===== src/rtl/muldiv_pkg.sv =====
// Shared constants for the multiply/divide sequencer: op codes, ALU selects,
// FSM state encoding and the iteration bound.
package muldiv_pkg;

    localparam logic [1:0] OP_MUL  = 2'b00;
    localparam logic [1:0] OP_DIVU = 2'b01;
    localparam logic [1:0] OP_REMU = 2'b10;
    localparam logic [1:0] OP_RSVD = 2'b11;

    localparam logic [2:0] ALU_ADD = 3'b000;
    localparam logic [2:0] ALU_SUB = 3'b001;

    localparam logic [4:0] ITER_LAST = 5'd31;

    typedef enum logic [1:0] {
        ST_IDLE = 2'b00,
        ST_RUN  = 2'b01,
        ST_DONE = 2'b10
    } muldiv_state_e;

    function automatic logic is_div(input logic [1:0] op);
        return (op == OP_DIVU) || (op == OP_REMU);
    endfunction

endpackage


===== src/rtl/ALU.sv =====
// Processor's 32-bit ALU; the sequencer borrows it as its only adder/subtractor.
module ALU
    import muldiv_pkg::*;
(
    input  logic [31:0] A,
    input  logic [31:0] B,
    input  logic [2:0]  SEL,
    output logic [31:0] C,
    output logic        Zero
);

    always_comb begin
        C = 32'd0;
        case (SEL)
            ALU_ADD: C = A + B;
            ALU_SUB: C = A - B;
            3'b010:  C = A & B;
            3'b011:  C = A | B;
            3'b100:  C = A ^ B;
            3'b101:  C = ~(A | B);
            3'b110:  C = {31'd0, $signed(A) < $signed(B)};
            default: C = {31'd0, A < B};
        endcase
    end

    assign Zero = (C == 32'd0);

endmodule


===== src/rtl/alu_muldiv_seq.sv =====
// Shift-add multiply and restoring divide, one iteration per cycle, with all
// add/subtract work routed through the shared ALU.
module alu_muldiv_seq
    import muldiv_pkg::*;
(
    input  logic        CLK,
    input  logic        RST,
    input  logic        START,
    input  logic [1:0]  OP,
    input  logic [31:0] A,
    input  logic [31:0] B,
    output logic        BUSY,
    output logic        DONE,
    output logic [31:0] RESULT,
    output logic        DIV_ZERO,
    output logic [1:0]  dbg_state
);

    muldiv_state_e state_q, state_d;
    logic [1:0]    op_q, op_d;
    logic [4:0]    cnt_q, cnt_d;
    logic [31:0]   acc_q, acc_d;      // product accumulator or partial remainder
    logic [31:0]   x_q, x_d;          // multiplicand (shifts left) or divisor
    logic [31:0]   y_q, y_d;          // multiplier (shifts right) or dividend/quotient
    logic [31:0]   result_q, result_d;
    logic          div_zero_q, div_zero_d;

    logic [2:0]    alu_sel;
    logic [31:0]   alu_a;
    logic [31:0]   alu_c;
    logic          alu_zero_unused;
    logic [32:0]   sh;
    logic          ge;

    ALU u_alu (
        .A    (alu_a),
        .B    (x_q),
        .SEL  (alu_sel),
        .C    (alu_c),
        .Zero (alu_zero_unused)
    );

    // Divide step: shift the next dividend bit into the remainder and compare at
    // 33 bits, since the shifted remainder can exceed 32 bits.
    assign sh = {acc_q, y_q[31]};
    assign ge = (sh >= {1'b0, x_q});

    always_comb begin
        state_d    = state_q;
        op_d       = op_q;
        cnt_d      = cnt_q;
        acc_d      = acc_q;
        x_d        = x_q;
        y_d        = y_q;
        result_d   = result_q;
        div_zero_d = div_zero_q;
        alu_sel    = ALU_ADD;
        alu_a      = acc_q;

        if (is_div(op_q)) begin
            alu_sel = ALU_SUB;
            alu_a   = sh[31:0];
        end

        case (state_q)
            ST_IDLE: begin
                if (START) begin
                    op_d       = OP;
                    cnt_d      = 5'd0;
                    acc_d      = 32'd0;
                    div_zero_d = 1'b0;
                    x_d        = is_div(OP) ? B : A;
                    y_d        = is_div(OP) ? A : B;
                    if (OP == OP_MUL || (is_div(OP) && B != 32'd0)) begin
                        state_d = ST_RUN;
                    end else begin
                        state_d = ST_DONE;
                        if (OP == OP_DIVU) begin
                            result_d   = 32'hFFFF_FFFF;
                            div_zero_d = 1'b1;
                        end else if (OP == OP_REMU) begin
                            result_d   = A;
                            div_zero_d = 1'b1;
                        end else begin
                            result_d   = 32'd0;
                        end
                    end
                end
            end
            ST_RUN: begin
                cnt_d = cnt_q + 5'd1;
                if (op_q == OP_MUL) begin
                    if (y_q[0]) acc_d = alu_c;
                    x_d = x_q << 1;
                    y_d = y_q >> 1;
                end else begin
                    acc_d = ge ? alu_c : sh[31:0];
                    y_d   = {y_q[30:0], ge};
                end
                // Result is taken from this cycle's next values so it lands on the
                // same edge that enters DONE.
                if (cnt_q == ITER_LAST) begin
                    state_d  = ST_DONE;
                    result_d = (op_q == OP_DIVU) ? y_d : acc_d;
                end
            end
            ST_DONE: begin
                state_d = ST_IDLE;
            end
            default: begin
                state_d = ST_IDLE;
            end
        endcase
    end

    always_ff @(posedge CLK) begin
        if (RST) begin
            state_q    <= ST_IDLE;
            op_q       <= OP_MUL;
            cnt_q      <= 5'd0;
            acc_q      <= 32'd0;
            x_q        <= 32'd0;
            y_q        <= 32'd0;
            result_q   <= 32'd0;
            div_zero_q <= 1'b0;
        end else begin
            state_q    <= state_d;
            op_q       <= op_d;
            cnt_q      <= cnt_d;
            acc_q      <= acc_d;
            x_q        <= x_d;
            y_q        <= y_d;
            result_q   <= result_d;
            div_zero_q <= div_zero_d;
        end
    end

    assign BUSY      = (state_q != ST_IDLE);
    assign DONE      = (state_q == ST_DONE);
    assign RESULT    = result_q;
    assign DIV_ZERO  = div_zero_q;
    assign dbg_state = state_q;

endmodule

===== config.mk =====
export PLATFORM = sky130hd
export DESIGN_NAME = alu_muldiv_seq
export DESIGN_NICKNAME = d
export VERILOG_FILES = /design/src/rtl/muldiv_pkg.sv /design/src/rtl/ALU.sv /design/src/rtl/alu_muldiv_seq.sv
export SDC_FILE = /design/constraint.sdc
export NUM_CORES = 1
export LEC_CHECK = 0
export BUFFER_PORTS_ARGS = -buffer_cell sky130_fd_sc_hd__buf_2
export CORE_MARGIN = 2
export CORE_UTILIZATION = 41
export CTS_BUF_LIST = sky130_fd_sc_hd__clkbuf_8
export CTS_CLUSTER_DIAMETER = 60
export DETAILED_ROUTE_END_ITERATION = 8
export REMOVE_ABC_BUFFERS = 1
export SYNTH_ARGS = -nofsm -noshare
export SYNTH_HDL_FRONTEND = slang
export SYNTH_SLANG_ARGS = --single-unit

===== constraint.sdc =====
create_clock -name CLK -period 15.7 [get_ports CLK]
set_clock_uncertainty 0.2 [all_clocks]
set_input_delay 3.14 -clock CLK [delete_from_list [all_inputs] [get_ports CLK]]
set_output_delay 3.14 -clock CLK [all_outputs]
set_load 0.1 [all_outputs]

== Word-level counts from Yosys, hierarchy flattened ==
Cells that the tools add are included.

* Flip-flop bits (word level): 138
* Input bits: 69
* Output and inout port bits: 37
* Logic and storage cells: 83

* Add/sub/neg operators: 3
* Magnitude comparators: 3
* Equality and inequality tests: 17
* Mux-type cells: 32
* Bitwise gates (word level): 4
* Reduce and logical (&&, ||, !) cells: 16

{| class="wikitable"
|+ Operator list
! operator !! number
|-
| two-way mux 32 bit || 17
|-
| case mux 32 bit (2 select lines) || 4
|-
| case mux 32 bit (7 select lines) || 1
|-
| less-than comparator 32 bit || 2
|-
| >= comparator 33 x 32 -> 1 bit || 1
|-
| adder 32 bit || 1
|-
| AND 32 bit || 1
|-
| inverter 32 bit || 1
|-
| OR 32 bit || 1
|-
| nonzero test 32 bit || 1
|-
| subtractor 32 bit || 1
|-
| bitwise XOR 32 bit || 1
|-
| case mux 5 bit (2 select lines) || 1
|-
| equality test 1 x 3 -> 1 bit (second input constant) || 3
|-
| inequality test 2 bit (second input constant) || 4
|-
| equality test 2 x 1 -> 1 bit (second input constant) || 3
|-
| equality test 2 bit (second input constant) || 3
|-
| logical NOT 2 bit || 3
|-
| two-way mux 2 bit || 3
|-
| AND reduction 2 bit || 3
|-
| adder 5 x 1 -> 5 bit (second input constant) || 1
|-
| equality test 5 bit (second input constant) || 1
|-
| two-way mux 5 bit || 1
|-
| equality test 1 x 2 -> 1 bit (second input constant) || 2
|-
| 9 further kinds || 15
|}

== Longest topological paths before layout ==
* Word-level depth: 11
* Gate-level depth with buffers: 21

== Cells and area by module ==
From an unflattened synthesis, not the netlist that was laid out.

* Cells, all modules: 2005
* Area total of the unflattened synthesis: 15029.4 um^2

{| class="wikitable"
|+ Modules (own cells, without submodules)
! module !! instances !! cells an instance !! area each (um^2) !! sequential area each (um^2)
|-
| alu_muldiv_seq || 1 || 1079 || 8973.6 || 2762.6
|-
| ALU || 1 || 926 || 6055.8 || 0.0
|}

== Worst setup path after synthesis ==
OpenSTA, ideal clock, no wires.

* Path kind: register -> output
* Start point: register state_q[1], in the netlist dbg_state[1]
* End point: output port DONE
* Arrival time: 2.418 ns
* Data required time: 12.360 ns
* Path slack: 9.942 ns
* Cell stages (with the launch flop): 2
* Buffers on the path: 0
* Cell sequence: dfxtp_1 -> nor2b_1

* Longest elaborated chain between the ends: 1

{| class="wikitable"
|+ RTL lines
! item !! RTL line !! source
|-
| from (decl) || alu_muldiv_seq.sv:19 || <nowiki>muldiv_state_e state_q, state_d;</nowiki>
|-
| from (signal assigned) || alu_muldiv_seq.sv:127 || <nowiki>state_q <= state_d;</nowiki>
|-
| equality test 2 bit || alu_muldiv_seq.sv:139 || <nowiki>assign DONE = (state_q == ST_DONE);</nowiki>
|-
| to (decl) || alu_muldiv_seq.sv:13 || <nowiki>output logic DONE,</nowiki>
|}

Every way passes these cells.

== Worst setup path after layout ==
* Start point: input port OP[0]
* End point: register result_q[28], in the netlist RESULT[28]

* Longest elaborated chain between the ends: 6

{| class="wikitable"
|+ RTL lines
! item !! RTL line !! source
|-
| from (decl) || alu_muldiv_seq.sv:9 || <nowiki>input logic [1:0] OP,</nowiki>
|-
| equality test 2 bit / equality test 2 x 1 -> 1 bit (equally long branches) || muldiv_pkg.sv:22, alu_muldiv_seq.sv:81, alu_muldiv_seq.sv:78 ||
|-
| two-way mux 32 bit / logical OR 1 bit (equally long branches) || alu_muldiv_seq.sv:81, muldiv_pkg.sv:22 ||
|-
| two-way mux 32 bit / logical AND 1 bit (equally long branches) || alu_muldiv_seq.sv:78, alu_muldiv_seq.sv:74 ||
|-
| two-way mux 32 bit / logical OR 1 bit (equally long branches) || alu_muldiv_seq.sv:74 || <nowiki>if (OP == OP_MUL || (is_div(OP) && B != 32'd0)) begin</nowiki>
|-
| two-way mux 32 bit / inequality test 2 bit (equally long branches) || -- ||
|-
| case mux 32 bit (2 select lines) / AND reduction 4 bit (equally long branches) || -- ||
|-
| to (signal assigned) || alu_muldiv_seq.sv:133 || <nowiki>result_q <= result_d;</nowiki>
|-
| to (decl) || alu_muldiv_seq.sv:25 || <nowiki>logic [31:0] result_q, result_d;</nowiki>
|}

Several ways; a longest one is shown, not always the timed one. The select of a mux whose other input is x is not followed.
A chain may end at the register's enable or synchronous reset.

==> results.md <==
* Status: finished, final reports clean
* Power per cell area at between 100 and 150 nW/µm²
* Post-Synth XOR/XNOR Area at 2.42%
* P&R area growth vs syn at 9.36%
* WL/cell at 19.8 µm
* Antenna Diode Count at 0
* CP max FO at between 60 and 70
* Die Area at 31,400 µm²
* Die Span Y at roughly 180 µm
* Layout cells sized above 1 at 11.9%
* Synth Area in Compound Gates at 29.5%
* Synthesis Warnings at 0
* Mapped Cells at around 1,700
* Seq/Total Area, Yosys at 22.5%
* Final hold vios at 0
* Hold path startpoint: DIV_ZERO$_SDFFE_PP0P_
* Core Util, Final at 45.5%
* Row Count at between 60 and 70
* Worst setup SP type: input port
* RSZ-0062 raised after global routing: false
* Post-synth EDFFs at 0
* Via Count at ~13,000
* 1st-iter DRT viols at 950
* Max Fclk at 0.166 GHz
* Critical Path AT at 6.11 ns
* Final setup fails at 0
* Cells on worst reg2reg path at 15
* FFs w/ async S/R, synth at 0%
* WL final at 41,400 µm
* Hold buffers post-CTS at 0
* Clock transition at the registers of the reported paths at ~0.080 ns
* Final period util at a little under two fifths
* Drt pass-1 iters at 8
* Slew @ Worst Pin at ~1.2 ns
* CTS Buf Count at 17
* Total core area at a little under 30,000 µm²
* Critical path class: input port to flip-flop
* DRT antenna net count at 0
* Placer congestion estimate at 0.904
* Overflow after GRT at 0
* MaxCap Viol Count at 0
* Post-synthesis mux area share at 11.5%
* Post-synthesis adder-cell area fraction at 10.7%
* Synthesized area per cell at 7.38 µm²
* RR Startpoint: op_q[0]$_SDFFE_PP0P_
* CTS tree: built
* #FFs+latches synth at 138
* Crit path launch: OP[0]
* Largest family of logic cells by synthesized area: compound AO/OA/AOI/OAI gates
* Rel. slew slack at 19.9%
* I/O pins at 106
* Simple-Gate Fraction of Synth Area at ~17%
* H-Tree Depth at 4
* Final setup TNS at 0 ns
* Remaining DRCs at 0
* PostCTS Resize Cnt at 0
* Worst hold path type: flip-flop to flip-flop
* GRT Total Usage at 25.9%
* Hold path cells at 2
* Post-CTS Setup Repair Bufs at 0
* Setup crit end kind: flip-flop
* Synth Flop Type: dfxtp_1
* Die width at 177 µm
* Vias in the first global route at approximately 11,000
* Leak Pwr at about 6 nW
* Clock buffer depth at 2
* Final worst path period need at 6.01 ns
* Cell Area, Synth at 12,300 µm²
* Nets at between 1,500 and 2,000
* Worst VDD drop at 77.3 µV
* Vias per inst at roughly 6
* First-pass GRT wire length at between 60,000 and 70,000 µm
* Initial antenna violation count at 1
* Port bufs at 105
* Netlist cell types at 74
* Sink Count at approximately 140
* Clock latency on the worst-skew pair at 0.45 ns
* Largest net degree at the start of global routing at 101
* Required @ worst endpoint at about 16 ns
* Clock Root Buffer: clkbuf_8
* Initial Util at a little over two fifths
* HPWL Detailed at 30,800 µm
* Fin. max-slew vios at 0
-- final timing paths --
kind / end / slack (ns)
worst max-delay path: RESULT[28]$_SDFFE_PP0P_ / 9.69
worst min register to register: DIV_ZERO$_SDFFE_PP0P_ / 0.26
worst max register to register: RESULT[26]$_SDFFE_PP0P_ / 10.23
worst min-delay path: DIV_ZERO$_SDFFE_PP0P_ / 0.26
-- through the flow --
| step | cell area [µm²] | cells | hold WS [ns] | power, W | setup WS (ns) |
|---|---|---|---|---|---|
| 3_3_place_gp | 13100 | 2060 | 0.243 | 0.00107 | 9.38 |
| 4_1_cts | 13500 | 2090 | 0.264 | 0.00138 | 9.76 |
| 6_report | 13500 | 2090 | 0.260 | 0.00138 | 9.69 |
| 3_5_place_dp | 13100 | 2060 | 0.252 | 0.00108 | 9.28 |
| 2_1_floorplan | 11800 | 1548 | 0.230 | 0.000893 | 7.61 |
| 5_1_grt | 13500 | 2090 | 0.290 | 0.00146 | 9.47 |
-- flip-flops by register name, summed over array words and instances, names as in the netlist --
signal	count
DIV_ZERO	1
RESULT	32
acc_q	32
cnt_q	5
dbg_state	2
op_q	2
x_q	32
y_q	32
-- per-layer routing --
metal	track usage, %	wire length (µm)	vias to the layer above
met5	0	13	-
met4	6.13	702	2
met3	3.14	2630	51
met2	38.7	17700	460
met1	39.1	20300	5923
li1	-	-	6139
-- cell type report --
| class | instances | area, µm² |
|---|---|---|
| Clock buffer | 19 | 262 |
| Fill cell | 3026 | 16100 |
| Sequential cell | 138 | 2760 |
| Multi-Input combinational cell | 1316 | 8800 |
| Inverter | 94 | 353 |
| Tap cell | 390 | 488 |
| Timing Repair Buffer | 122 | 656 |
| Clock inverter | 11 | 131 |
-- layout by cell type (no fill, tap or decap), types with 9 or more instances in the layout --
master	instances
nor4_1	21
a211oi_1	59
nor3_1	28
dfxtp_1	138
a21o_1	20
mux2_2	30
buf_2	104
mux2i_1	107
ha_1	100
buf_4	18
nor2b_1	9
nor2_1	214
clkbuf_8	19
o21a_1	11
nand2_1	114
o221ai_1	12
nand3_1	31
a21oi_1	214
o31ai_1	13
o211ai_1	9
xnor2_1	29
inv_1	95
nand4_1	14
o21ai_0	76
o22ai_1	36
a31oi_1	17
-- power by group --
| part | switching [W] | internal [W] |
|---|---|---|
| clock | 0.000137 | 0.000161 |
| sequential | 0.0000408 | 0.000383 |
| combinational | 0.000448 | 0.000214 |
| total | 0.000626 | 0.000758 |
-- Yosys cell counts, drive strengths merged (12+ instances only) --
cell type  instances  area [µm²]
a211oi            60         450
a21o              20         150
a21oi            218        1100
a31oi             17         106
buf               24        93.8
clkbuf            96         360
dfxtp            138        2760
ha               102        1280
inv               92         345
mux2              30         338
mux2i            107        1070
nand2            115         432
nand3             31         155
nand4             14        87.6
nor2             215         807
nor3              28         140
nor4              21         131
o21ai             79         399
o221ai            12         105
o22ai             37         231
o31ai             13        97.6
xnor2             29         254
-- critical path, stage by stage --
cell and delay (ns):
buf_2 0.11, inv_1 0.08, ha_4 0.99, a21oi_1 0.27, o22ai_4 0.63, buf_4 0.39
nor3_1 0.08, a21oi_1 0.18, o21ba_2 0.14, a31oi_1 0.07
-- cell families (layout without fill, tap and decap cells) --
logic type	Yosys count	in the layout
XOR/XNOR	34	34
AND/OR/NAND/NOR	474	474
adder cells (fa/ha/maj)	104	104
AO/OA/AOI/OAI	567	567
buffers and inverters	214	246
flip-flops	138	138
multiplexers	137	137
Power figures use the tool's default switching activity.
